$ cat src/rtl/vend_pkg.sv
// vend_pkg: shared state encoding and coin codes for the vending sequencer.
package vend_pkg;
  typedef enum logic [1:0] {COLLECT, VEND, REFUND} vend_state_t;
  localparam logic [1:0] COIN_5 = 2'b01;
  localparam logic [1:0] COIN_10 = 2'b10;
endpackage

$ cat src/rtl/vend_if.sv
// vend_if: coin, keypad, motor and ejector handshakes of the vending sequencer.
interface vend_if #(parameter int CREDIT_W = 4);
  logic coin_valid;
  logic [1:0] coin;
  logic coin_ready;
  logic coin_rej;
  logic sel_valid;
  logic [CREDIT_W-1:0] sel_price;
  logic cancel;
  logic err_price;
  logic disp_req;
  logic disp_ack;
  logic chg_req;
  logic [1:0] chg_coin;
  logic chg_ack;
  logic [CREDIT_W-1:0] credit;
  logic busy;
  modport slave (
    input coin_valid, coin, sel_valid, sel_price, cancel, disp_ack, chg_ack,
    output coin_ready, coin_rej, err_price, disp_req, chg_req, chg_coin, credit, busy
  );
  modport master (
    output coin_valid, coin, sel_valid, sel_price, cancel, disp_ack, chg_ack,
    input coin_ready, coin_rej, err_price, disp_req, chg_req, chg_coin, credit, busy
  );
endinterface

$ cat src/rtl/vend_idle_timer.sv
// vend_idle_timer: idle counter that flags expiry after TIMEOUT_CYC enabled cycles.
module vend_idle_timer #(
  parameter int TIMEOUT_CYC = 1000
) (
  input  logic clk,
  input  logic rst,
  input  logic clear,
  input  logic enable,
  output logic expire
);
  localparam int CW = $clog2(TIMEOUT_CYC + 1);
  localparam logic [CW-1:0] LAST = CW'(TIMEOUT_CYC - 1);
  logic [CW-1:0] r_cnt;
  assign expire = enable && r_cnt == LAST;
  always_ff @(posedge clk or posedge rst) begin
    if (rst) r_cnt <= '0;
    else if (clear || !enable) r_cnt <= '0;
    else if (!expire) r_cnt <= r_cnt + 1'b1;
  end
endmodule

$ cat src/rtl/vend_sequencer.sv
// vend_sequencer: credit accumulation, selection check, dispense and change sequencing.
// Idle auto-refund timer is built only when VEND_TIMEOUT_EN is defined.
module vend_sequencer
  import vend_pkg::*;
#(
  parameter int CREDIT_W = 4,
  parameter int TIMEOUT_CYC = 1000
) (
  input  logic   clk,
  input  logic   rst,
  vend_if.slave  bus
);
  localparam logic [CREDIT_W-1:0] LIMIT = CREDIT_W'((1 << CREDIT_W) - 3);
  localparam logic [CREDIT_W-1:0] ONE = CREDIT_W'(1);
  localparam logic [CREDIT_W-1:0] TWO = CREDIT_W'(2);
  vend_state_t r_state, w_next;
  logic [CREDIT_W-1:0] r_credit, w_credit, w_dec;
  logic r_gap, w_gap, r_rej, w_rej, r_err, w_err;
  logic w_ready, w_coin_acc, w_coin_ok, w_afford, w_expire;
  // LIMIT = MAX-2 keeps a 10 rs coin from wrapping the credit register
  assign w_ready = !rst && r_state == COLLECT && !bus.sel_valid && !bus.cancel && r_credit <= LIMIT;
  assign w_coin_acc = bus.coin_valid && w_ready;
  assign w_coin_ok = bus.coin == COIN_5 || bus.coin == COIN_10;
  assign w_afford = bus.sel_price != '0 && r_credit >= bus.sel_price;
  assign w_dec = r_credit >= TWO ? TWO : ONE;
`ifdef VEND_TIMEOUT_EN
  vend_idle_timer #(.TIMEOUT_CYC(TIMEOUT_CYC)) u_timer (
    .clk    (clk),
    .rst    (rst),
    .clear  (w_coin_acc || bus.sel_valid || bus.cancel),
    .enable (r_state == COLLECT && r_credit != '0),
    .expire (w_expire)
  );
`else
  logic w_unused_timeout;
  assign w_unused_timeout = TIMEOUT_CYC != 0;
  assign w_expire = 1'b0;
`endif
  always_comb begin
    w_next = r_state;
    w_credit = r_credit;
    w_gap = 1'b0;
    w_rej = 1'b0;
    w_err = 1'b0;
    case (r_state)
      COLLECT:
        if (bus.sel_valid) begin
          w_err = !w_afford;
          w_credit = w_afford ? r_credit - bus.sel_price : r_credit;
          w_next = w_afford ? VEND : COLLECT;
        end else if (bus.cancel) begin
          w_next = r_credit != '0 ? REFUND : COLLECT;
        end else if (w_coin_acc) begin
          w_rej = !w_coin_ok;
          w_credit = w_coin_ok ? r_credit + (bus.coin == COIN_10 ? TWO : ONE) : r_credit;
        end else if (w_expire) begin
          w_next = REFUND;
        end
      VEND:
        if (bus.disp_ack) w_next = r_credit != '0 ? REFUND : COLLECT;
      REFUND:
        // r_gap holds chg_req low for one cycle after each ejected coin
        if (bus.chg_ack && !r_gap) begin
          w_credit = r_credit - w_dec;
          w_next = r_credit == w_dec ? COLLECT : REFUND;
          w_gap = 1'b1;
        end
      default: w_next = COLLECT;
    endcase
  end
  always_ff @(posedge clk or posedge rst) begin
    if (rst) begin
      r_state <= COLLECT;
      r_credit <= '0;
      r_gap <= 1'b0;
      r_rej <= 1'b0;
      r_err <= 1'b0;
    end else begin
      r_state <= w_next;
      r_credit <= w_credit;
      r_gap <= w_gap;
      r_rej <= w_rej;
      r_err <= w_err;
    end
  end
  assign bus.coin_ready = w_ready;
  assign bus.coin_rej = r_rej;
  assign bus.err_price = r_err;
  assign bus.disp_req = r_state == VEND;
  assign bus.chg_req = r_state == REFUND && !r_gap;
  assign bus.chg_coin = bus.chg_req ? (r_credit >= TWO ? COIN_10 : COIN_5) : 2'b00;
  assign bus.credit = r_credit;
  assign bus.busy = r_state != COLLECT;
endmodule

$ cat src/flat_wrapper.sv
// flat-port wrapper written by rule: the top's interface ports become plain ports
module vend_sequencer_flat import vend_pkg::*;
#(
  parameter int CREDIT_W = 4,
  parameter int TIMEOUT_CYC = 1000
)
  (clk, rst, bus_coin_valid, bus_coin, bus_sel_valid, bus_sel_price, bus_cancel, bus_disp_ack, bus_chg_ack, bus_coin_ready, bus_coin_rej, bus_err_price, bus_disp_req, bus_chg_req, bus_chg_coin, bus_credit, bus_busy);
  vend_if #(.CREDIT_W(CREDIT_W)) bus_i ();
  input  logic clk;
  input  logic rst;
  input wire logic [$bits(bus_i.coin_valid)-1:0] bus_coin_valid;
  input wire logic [$bits(bus_i.coin)-1:0] bus_coin;
  input wire logic [$bits(bus_i.sel_valid)-1:0] bus_sel_valid;
  input wire logic [$bits(bus_i.sel_price)-1:0] bus_sel_price;
  input wire logic [$bits(bus_i.cancel)-1:0] bus_cancel;
  input wire logic [$bits(bus_i.disp_ack)-1:0] bus_disp_ack;
  input wire logic [$bits(bus_i.chg_ack)-1:0] bus_chg_ack;
  output wire logic [$bits(bus_i.coin_ready)-1:0] bus_coin_ready;
  output wire logic [$bits(bus_i.coin_rej)-1:0] bus_coin_rej;
  output wire logic [$bits(bus_i.err_price)-1:0] bus_err_price;
  output wire logic [$bits(bus_i.disp_req)-1:0] bus_disp_req;
  output wire logic [$bits(bus_i.chg_req)-1:0] bus_chg_req;
  output wire logic [$bits(bus_i.chg_coin)-1:0] bus_chg_coin;
  output wire logic [$bits(bus_i.credit)-1:0] bus_credit;
  output wire logic [$bits(bus_i.busy)-1:0] bus_busy;
  assign bus_i.coin_valid = bus_coin_valid;
  assign bus_i.coin = bus_coin;
  assign bus_i.sel_valid = bus_sel_valid;
  assign bus_i.sel_price = bus_sel_price;
  assign bus_i.cancel = bus_cancel;
  assign bus_i.disp_ack = bus_disp_ack;
  assign bus_i.chg_ack = bus_chg_ack;
  assign bus_coin_ready = bus_i.coin_ready;
  assign bus_coin_rej = bus_i.coin_rej;
  assign bus_err_price = bus_i.err_price;
  assign bus_disp_req = bus_i.disp_req;
  assign bus_chg_req = bus_i.chg_req;
  assign bus_chg_coin = bus_i.chg_coin;
  assign bus_credit = bus_i.credit;
  assign bus_busy = bus_i.busy;
  vend_sequencer #(.CREDIT_W(CREDIT_W), .TIMEOUT_CYC(TIMEOUT_CYC)) u_core (.clk(clk), .rst(rst), .bus(bus_i));
endmodule
$ cat config.mk
export PLATFORM = sky130hd
export DESIGN_NAME = vend_sequencer_flat
export DESIGN_NICKNAME = d
export VERILOG_FILES = /design/src/rtl/vend_pkg.sv /design/src/rtl/vend_if.sv /design/src/rtl/vend_idle_timer.sv /design/src/rtl/vend_sequencer.sv /design/src/flat_wrapper.sv
export SDC_FILE = /design/constraint.sdc
export NUM_CORES = 1
export LEC_CHECK = 0
export CAP_MARGIN = 10
export CELL_PAD_IN_SITES_DETAIL_PLACEMENT = 0
export CELL_PAD_IN_SITES_GLOBAL_PLACEMENT = 1
export CORE_MARGIN = 2
export CORE_UTILIZATION = 38
export DETAILED_ROUTE_END_ITERATION = 10
export PLACE_DENSITY_LB_ADDON = 0.1
export SYNTH_ARGS = -nofsm -noshare
export SYNTH_HDL_FRONTEND = slang
export SYNTH_SLANG_ARGS = --single-unit
$ cat constraint.sdc
create_clock -name clk -period 4.74 [get_ports clk]
set_input_delay 0.474 -clock clk [delete_from_list [all_inputs] [get_ports clk]]
set_output_delay 0.474 -clock clk [all_outputs]
set_load 0.01 [all_outputs]
== Word-level counts from Yosys, hierarchy flattened ==
Index checks and enable logic that the tools add are counted.

* $lt $le $gt $ge: 3
* Add/sub/neg operators: 3
* Mux-type cells: 27
* Bitwise logic cells: 0
* Multiply operators: 0
* Div/mod/pow operators: 0
* Reductions and logical operators: 22
* Shift-type cells: 0
* Equality and inequality tests: 12

{| class="wikitable"
|+ Operator list
! kind !! number
|-
| $mux W4 || 6
|-
| $mux W2 || 10
|-
| $mux W1 || 9
|-
| $ne A3 B2 Y1 const B || 3
|-
| $logic_and A1 B1 Y1 || 8
|-
| $pmux W4 S2 || 1
|-
| $reduce_bool A4 Y1 || 2
|-
| $sub A4 B4 Y4 || 2
|-
| $logic_not A1 Y1 || 6
|-
| $ne A3 B3 Y1 const B || 2
|-
| $pmux W2 S3 || 1
|-
| $reduce_and A6 Y1 || 1
|-
| $add A4 B4 Y4 || 1
|-
| $eq A2 B1 Y1 const B || 2
|-
| $eq A2 B2 Y1 const B || 2
|-
| $eq A4 B4 Y1 || 1
|-
| $ge A4 B2 Y1 const B || 1
|-
| $ge A4 B4 Y1 || 1
|-
| $le A4 B4 Y1 const B || 1
|-
| $reduce_bool A2 Y1 || 2
|-
| $reduce_and A3 Y1 || 1
|-
| $logic_not A2 Y1 || 1
|-
| $ne A2 B1 Y1 const B || 1
|-
| $ne A2 B2 Y1 const B || 1
|-
| $logic_or A1 B1 Y1 || 1
|}

* Input bits: 13
* Bits in registers: 9
* Bits in read-only memories: 0
* Latch bits: 0
* Memories: 0
* Output and inout port bits: 12
* RAM bits: 0
* Logic and storage cells: 72

== Logic depth before layout (Yosys ltp) ==
Gate-level depths: netlist of the first run.

* Word-level depth: 10
* Gate-level depth with buffers: 10

== Least setup slack after synthesis of the first run ==
Ideal clock, no wire load.

* Path type: register to register
* Start point: register u_core.r_credit[0] (netlist: u_core.bus.credit[0])
* End point: register u_core.r_credit[3] (netlist: u_core.bus.credit[3])
* Required time: 4.598 ns
* Arrival time: 1.872 ns
* Library setup time: 0.142 ns
* Setup slack: 2.725 ns
* Stages on the path, launching flop included: 10
* Period minus slack after synthesis: 2.015 ns
* Cells stage by stage: dfrtp_1 -> inv_1 -> ha_1 -> inv_1 -> fa_1 -> a211o_2 -> a21oi_1 -> o21ai_0 -> a41oi_1 -> a31oi_1

* Word-level cells in the longest chain between the ends: 6
* Elaborated cells between the ends (all ways): 20

{| class="wikitable"
|+ RTL lines
! what !! RTL line !! RTL
|-
| start, declared || vend_sequencer.sv:17 || <nowiki>logic [CREDIT_W-1:0] r_credit, w_credit, w_dec;</nowiki>
|-
| start signal, assigned || vend_sequencer.sv:80 || <nowiki>r_credit <= w_credit;</nowiki>
|-
| branches (longest 6 deep; another with $ge A4 B2 Y1) || - ||
|}

Several ways; the timed one is not identified. The select of a mux whose other input is x is not followed.
A chain may end at the register's enable or synchronous reset.

== Final worst setup path of the first run ==
* Start point: register u_core.r_credit[2] (netlist: u_core.bus.credit[2])
* End point: output port bus_chg_coin[0]

* Word-level cells in the longest chain between the ends: 3

{| class="wikitable"
|+ RTL lines
! what !! RTL line !! RTL
|-
| $ge A4 B2 Y1 || vend_sequencer.sv:91 || <nowiki>assign bus.chg_coin = bus.chg_req ? (r_credit >= TWO ? COIN_10 : COIN_5) : 2'b00;</nowiki>
|-
| $mux W2 (2 in a row) || vend_sequencer.sv:91 ||
|-
| end, declared || flat_wrapper.sv:23 || <nowiki>output wire logic [$bits(bus_i.chg_coin)-1:0] bus_chg_coin;</nowiki>
|}

Every way passes these cells.

==> results of run 1 <==
[path summary, 6_finish.rpt]
path | endpoint
worst max-delay path | bus_chg_coin[0]
worst min-delay path | u_core.r_state[0]
min in group clk | u_core.r_state[0]
max in group asynchronous | u_core.bus.credit[1]
worst max register to register | u_core.bus.credit[3]
worst min register to register | u_core.r_state[0]
[cell type report]
type	count	share of cell area (%)
tap	30	2.98
sequential	9	17.9
clock buffer	4	2.09
timing repair buffer	24	19.1
multi-input combinational	86	53.2
inverter	16	4.77
[synth_stat cells (2+ instances only)]
cell / n / area, um2
dfrtp_1: 9 / 225
ha_1: 9 / 113
nor3_1: 7 / 35.0
inv_1: 16 / 60.1
o21ai_0: 6 / 30.0
nor3b_1: 2 / 15.0
clkbuf_1: 2 / 7.51
a21oi_1: 8 / 40.0
buf_2: 2 / 10.0
fa_1: 3 / 60.1
nor4_1: 2 / 12.5
nand2_1: 4 / 15.0
nor2b_1: 2 / 12.5
nor2_1: 8 / 30.0
nand2b_1: 4 / 25.0
mux2i_1: 3 / 30.0
nand3b_1: 3 / 22.5
a22oi_1: 2 / 15.0
[critical path, cell delays in order, from the launching register on]
cell and delay [ps]:
dfrtp_1 530, nor3_1 450, inv_1 200, nor3_1 170, clkdlybuf4s50_1 560
[sequential cells by signal, summed over array words and instances (netlist names)]
signal and cells:
u_core.r_state 2, u_core.bus.err_price 1, u_core.bus.coin_rej 1, u_core.r_gap 1, u_core.bus.credit 4
[power by group]
group | internal (mW) | switching, mW | total, mW
logic | 0.253 | 0.260 | 0.513
registers | 0.108 | 0.0721 | 0.180
clock network | 0.0325 | 0.0283 | 0.0608
total | 0.393 | 0.361 | 0.754
[through the flow]
step	setup slack, ps	std cells	area, um2	hold WS (ps)
2_1_floorplan	2730	116	985	302
3_3_place_gp	2130	165	1230	592
3_5_place_dp	2100	165	1230	580
4_1_cts	2090	169	1260	547
5_1_grt	1850	169	1260	562
6_report	2090	169	1260	535
[routing by layer]
| metal | vias to the layer above | track usage, % | wire (um) |
|---|---|---|---|
| li1 | 467 | - | - |
| met2 | 19 | 29.8 | 1150 |
| met1 | 444 | 28.1 | 1280 |
| met3 | 2 | 5.65 | 96 |
| met4 | 0 | 2.44 | 14 |
| met5 | - | 0 | 0 |
[kinds of logic after synthesis]
kind of cell	Yosys count
XOR/XNOR	1
flip-flops	9
buffers and inverters	21
AND/OR/NAND/NOR	39
multiplexers	3
adder cells (fa/ha/maj)	12
AO/OA/AOI/OAI	31
==> flow_summary.yaml, run 1 <==
status:
  status: "complete, no violations"
synth:
  synth_edf_count: 0
  synth_seq_area_share_pct: 22.9
  yosys.area_share.simple_pct: 22.2
  synthArstFlopShare_pct: 100
  synthAdderAreaFrac_pct: 17.5
  synth.distinct_cells: 42
  synth_flop_cell: "dfrtp_1"
  synth.avg_cell_area_um2: 8.49
  synth-xor-area-share_pct: 0.889
  synth_warnings: 0
  synth_fp_nets: 141
  syn_inst: 116
  synthMuxAreaShare_pct: 3.05
  synth_top_family_by_area: "compound AO/OA/AOI/OAI gates"
  synth_compound_area_share_pct: 24.4
  ys_seq_elements: 9
  netlist_area_um2: 985
routing:
  wl_per_cell_um: 15.1
  drt_wl_total_um: 2550
  route.vias.total: 932
  initialDrtViolationCount: 16
  vias_per_cell: 5.51
  drc: 0
  drt_pre_antenna_iters: 4
  antenna_left: 0
timing:
  rsz0062_at_grt: "false"
  hold_viol: 0
  drv_slew: 0
  fmax_mhz: 377
  worst_pin_slew_ps: 631
  fin_crit_ps: 2650
  setup-tns-final_ps: 0
  slew_headroom_pct: 57.9
  finalCritPeriodShare_pct: 56.0
  finalSetupViolCount: 0
  skew_ps: 8.32
worst_setup_path:
  crit_fanout: 10
  r2r_cells: 9
  startpoint: "u_core.bus.credit[2]"
  cp-start-kind: "register"
  crit_required_ps: 4270
  critical_path_class: "register to output port"
  crit_path_end_kind: "output port"
  reg2reg_slack_ps: 2460
  critPathArrivalTime_ps: 2180
  rr_startpoint: "u_core.bus.credit[0]"
clock_network:
  numCtsBuffers: 3
  clock-root-buffer: "clkbuf_4"
  clkLatencyLatePin_ps: 270
  cts_resized: 0
  clockBufferDepth: 2
  hold_buffers: 0
  clk_pin_slew_ps: 70
  post_cts.repair.setup_buffers: 0
  cts.sinks: 9
  cts.htree.levels: 1
  cts_tree: "done"
global_route:
  track_usage_pct: 19.5
  antenna_found_initial: 0
  overflow: 0
  grt_max_degree: 16
  grt_pass1_vias: 851
  grt_pass1_wl_um: 4160
cells_and_area:
  diodes: 0
  multiInputGateArea_um2: 671
  syn_to_final_growth_pct: 28.0
  fillCellCount: 249
  seqCellArea_um2: 225
  final_common_cell: "clkdlybuf4s50_1"
  drive_above_1_share_pct: 8.63
  finish.utilization_pct: 50.9
  mostFrequentLayoutCells: "24 x clkdlybuf4s50_1, 16 x inv_1, 9 x ha_1, 9 x dfrtp_1"
  nets: 165
placed_design:
  hpwl_um: 2020
  place.gp.congestion: 0.788
  portBuffers: 24
flow_run:
  cap_viol_max_count: 0
hold_path:
  hold_path.class: "input pin to async pin"
pwr:
  p_leak_nw: 0.543
  powerDensity_nw_per_um2: 598
  finalPower_uw: 754
  ir_worst_vdd_mv: 0.337
floorplanning:
  coreArea_um2: 2480
  rows: 18
  fp.dieW_um: 54.9
  die_h_um: 54.9
  design.portCount: 25
  die_area_um2: 3010
  start_util_pct: 39.7
Power figures use the tool's default switching activity.
==> inputs of run 2 (changes only) <==
--- a/config.mk
+++ b/config.mk
@@ -9,7 +9,7 @@
 export CELL_PAD_IN_SITES_DETAIL_PLACEMENT = 0
 export CELL_PAD_IN_SITES_GLOBAL_PLACEMENT = 1
 export CORE_MARGIN = 2
-export CORE_UTILIZATION = 38
+export CORE_UTILIZATION = 35
 export DETAILED_ROUTE_END_ITERATION = 10
 export PLACE_DENSITY_LB_ADDON = 0.1
 export SYNTH_ARGS = -nofsm -noshare
==> constraint.sdc (replaced) <==
create_clock -name clk -period 2.6 [get_ports clk]
set_input_delay 0.26 -clock clk [delete_from_list [all_inputs] [get_ports clk]]
set_output_delay 0.26 -clock clk [all_outputs]
set_load 0.01 [all_outputs]
==> run 2 against run 1 <==
Net effect: clock skew shrank 4.5 ps; sequential share of layout area shrank 0.19 points; global-route usage shrank 3.0 points; worst hold slack lost 220 ps; cell count grew 1.2%; design area grew 1.1%; worst setup slack lost 1800 ps; critical endpoint is now bus_coin_ready; die area grew 7.9%; power grew 83%; clock power grew 79%; clock-buffer cell count is the same.
==> flow_summary.yaml, run 2 (synthesis results as in run 1) <==
timing:
  finalCritPeriodShare_pct: 87.9
  fin_crit_ps: 2280
  setup_ws_ps: 316
  drv_slew: 0
  hold_viol: 0
  fmax_mhz: 438
  finalSetupViolCount: 0
  worst_pin_slew_ps: 546
  setup-tns-final_ps: 0
  slew_headroom_pct: 63.5
  skew_ps: 3.78
  rsz0062_at_grt: "false"
cells_and_area:
  drive_above_1_share_pct: 10.0
  mostFrequentLayoutCells: "24 x clkdlybuf4s50_1, 16 x inv_1, 9 x ha_1, 9 x dfrtp_1"
  nets: 166
  syn_to_final_growth_pct: 29.4
  diodes: 0
  final_common_cell: "clkdlybuf4s50_1"
  largest_reg_flops: 4
routing:
  route.vias.total: 923
  wl_per_cell_um: 15.0
  drt_wl_total_um: 2560
  antenna_left: 0
  drc: 0
  drt_pre_antenna_iters: 4
  initialDrtViolationCount: 15
  vias_per_cell: 5.40
clock_network:
  numCtsBuffers: 3
  cts.sinks: 9
  clk_pin_slew_ps: 70
  cts_tree: "done"
  clkLatencyLatePin_ps: 260
  clockBufferDepth: 2
  cts.htree.levels: 1
  clock-root-buffer: "clkbuf_4"
global_route:
  antenna_found_initial: 0
  grt_pass1_wl_um: 4310
  overflow: 0
  grt_max_degree: 11
  grt_pass1_vias: 896
  track_usage_pct: 16.5
pwr:
  comb_power_share_pct: 67.7
  power_frac_clock_pct: 7.9
  power.share.switching_pct: 47.9
  ir_worst_vdd_mv: 0.520
  p_seq_share_pct: 24.4
  p_leak_nw: 0.548
  power.switching_uw: 659
  powerDensity_nw_per_um2: 1080
  p_int_uw: 717
floorplanning:
  die_area_um2: 3250
  rows: 19
  design.portCount: 25
  die_h_um: 57.0
  coreArea_um2: 2710
  start_util_pct: 36.3
  fp.dieW_um: 57.0
status:
  status: "complete, no violations"
placed_design:
  portBuffers: 24
  hpwl_um: 2080
  pre_cts_slack_ps: 186
  place.gp.congestion: 0.815
worst_setup_path:
  crit_path_end_kind: "output port"
  crit_fanout: 9
  critical_path_class: "register to output port"
  crit_required_ps: 2340
  critPathArrivalTime_ps: 2020
  cp-start-kind: "register"
  reg2reg_slack_ps: 360
hold_path:
  hold_path.class: "input pin to async pin"
flow_run:
  cap_viol_max_count: 0
-- run 2: power by group through the flow --
stage / sequential, mW / clock (mW) / combinational (mW)
finish: 0.335 / 0.109 / 0.931
global route: 0.347 / 0.113 / 1.04
CTS: 0.329 / 0.112 / 0.939
detailed placement: 0.332 / 0 / 0.936
global placement: 0.331 / 0 / 0.942
floorplan: 0.283 / 0 / 0.673
-- run 2: final cells by class --
cell class	instances	area (um2)
clock buffers	4	26.3
inverters	16	60.1
multi-input cells	86	676
fillers	297	1440
flip-flops and latches	9	225
well taps	31	38.8
repair buffers	25	248
-- run 2: metal layers --
layer | GRT usage, % | part of all wire [%] | up-vias
met1 | 24.4 | 48 | 434
met3 | 1.13 | 4.0 | 2
met2 | 25.9 | 47 | 25
met4 | 4.98 | 0.82 | 0
met5 | 0 | 0 | -
li1 | - | - | 462
-- run 2: critical path, cell delays in order, from the launching register on --
cell and delay (ps):
dfrtp_1 520, a311oi_2 400, nor3b_1 270, clkdlybuf4s50_1 580
-- run 2: repair_timing --
| action | 4_1_cts | 5_1_grt |
|---|---|---|
| hold buffers | 0 | 0 |
| setup endpoints to repair | 0 | 1 |
| hold endpoints to repair | 0 | 0 |
| gates resized for setup | 0 | 1 |
| buffers inserted | 0 | 0 |
-- run 2: metrics by stage --
step | area (um2) | hold slack (ps) | std cells | total power [mW] | utilization [%]
CTS | 1270 | 334 | 171 | 1.38 | 46.8
detailed placement | 1240 | 607 | 167 | 1.27 | 45.8
floorplan | 985 | 87.9 | 116 | 0.955 | -
global placement | 1240 | 594 | 167 | 1.27 | 45.8
finish | 1270 | 318 | 171 | 1.38 | 47.0
global route | 1270 | 372 | 171 | 1.51 | 47.0
-- run 2: worst paths after layout --
kind,startpoint,end,cells after the start
max in group asynchronous,rst,u_core.bus.credit[2],2
min,rst,u_core.r_state[1],2
max,u_core.bus.credit[3],bus_coin_ready,3
min in group clk,u_core.r_state[1],u_core.r_state[0],1
max reg2reg,u_core.bus.credit[0],u_core.bus.credit[3],9
min reg2reg,u_core.r_state[1],u_core.r_state[0],1
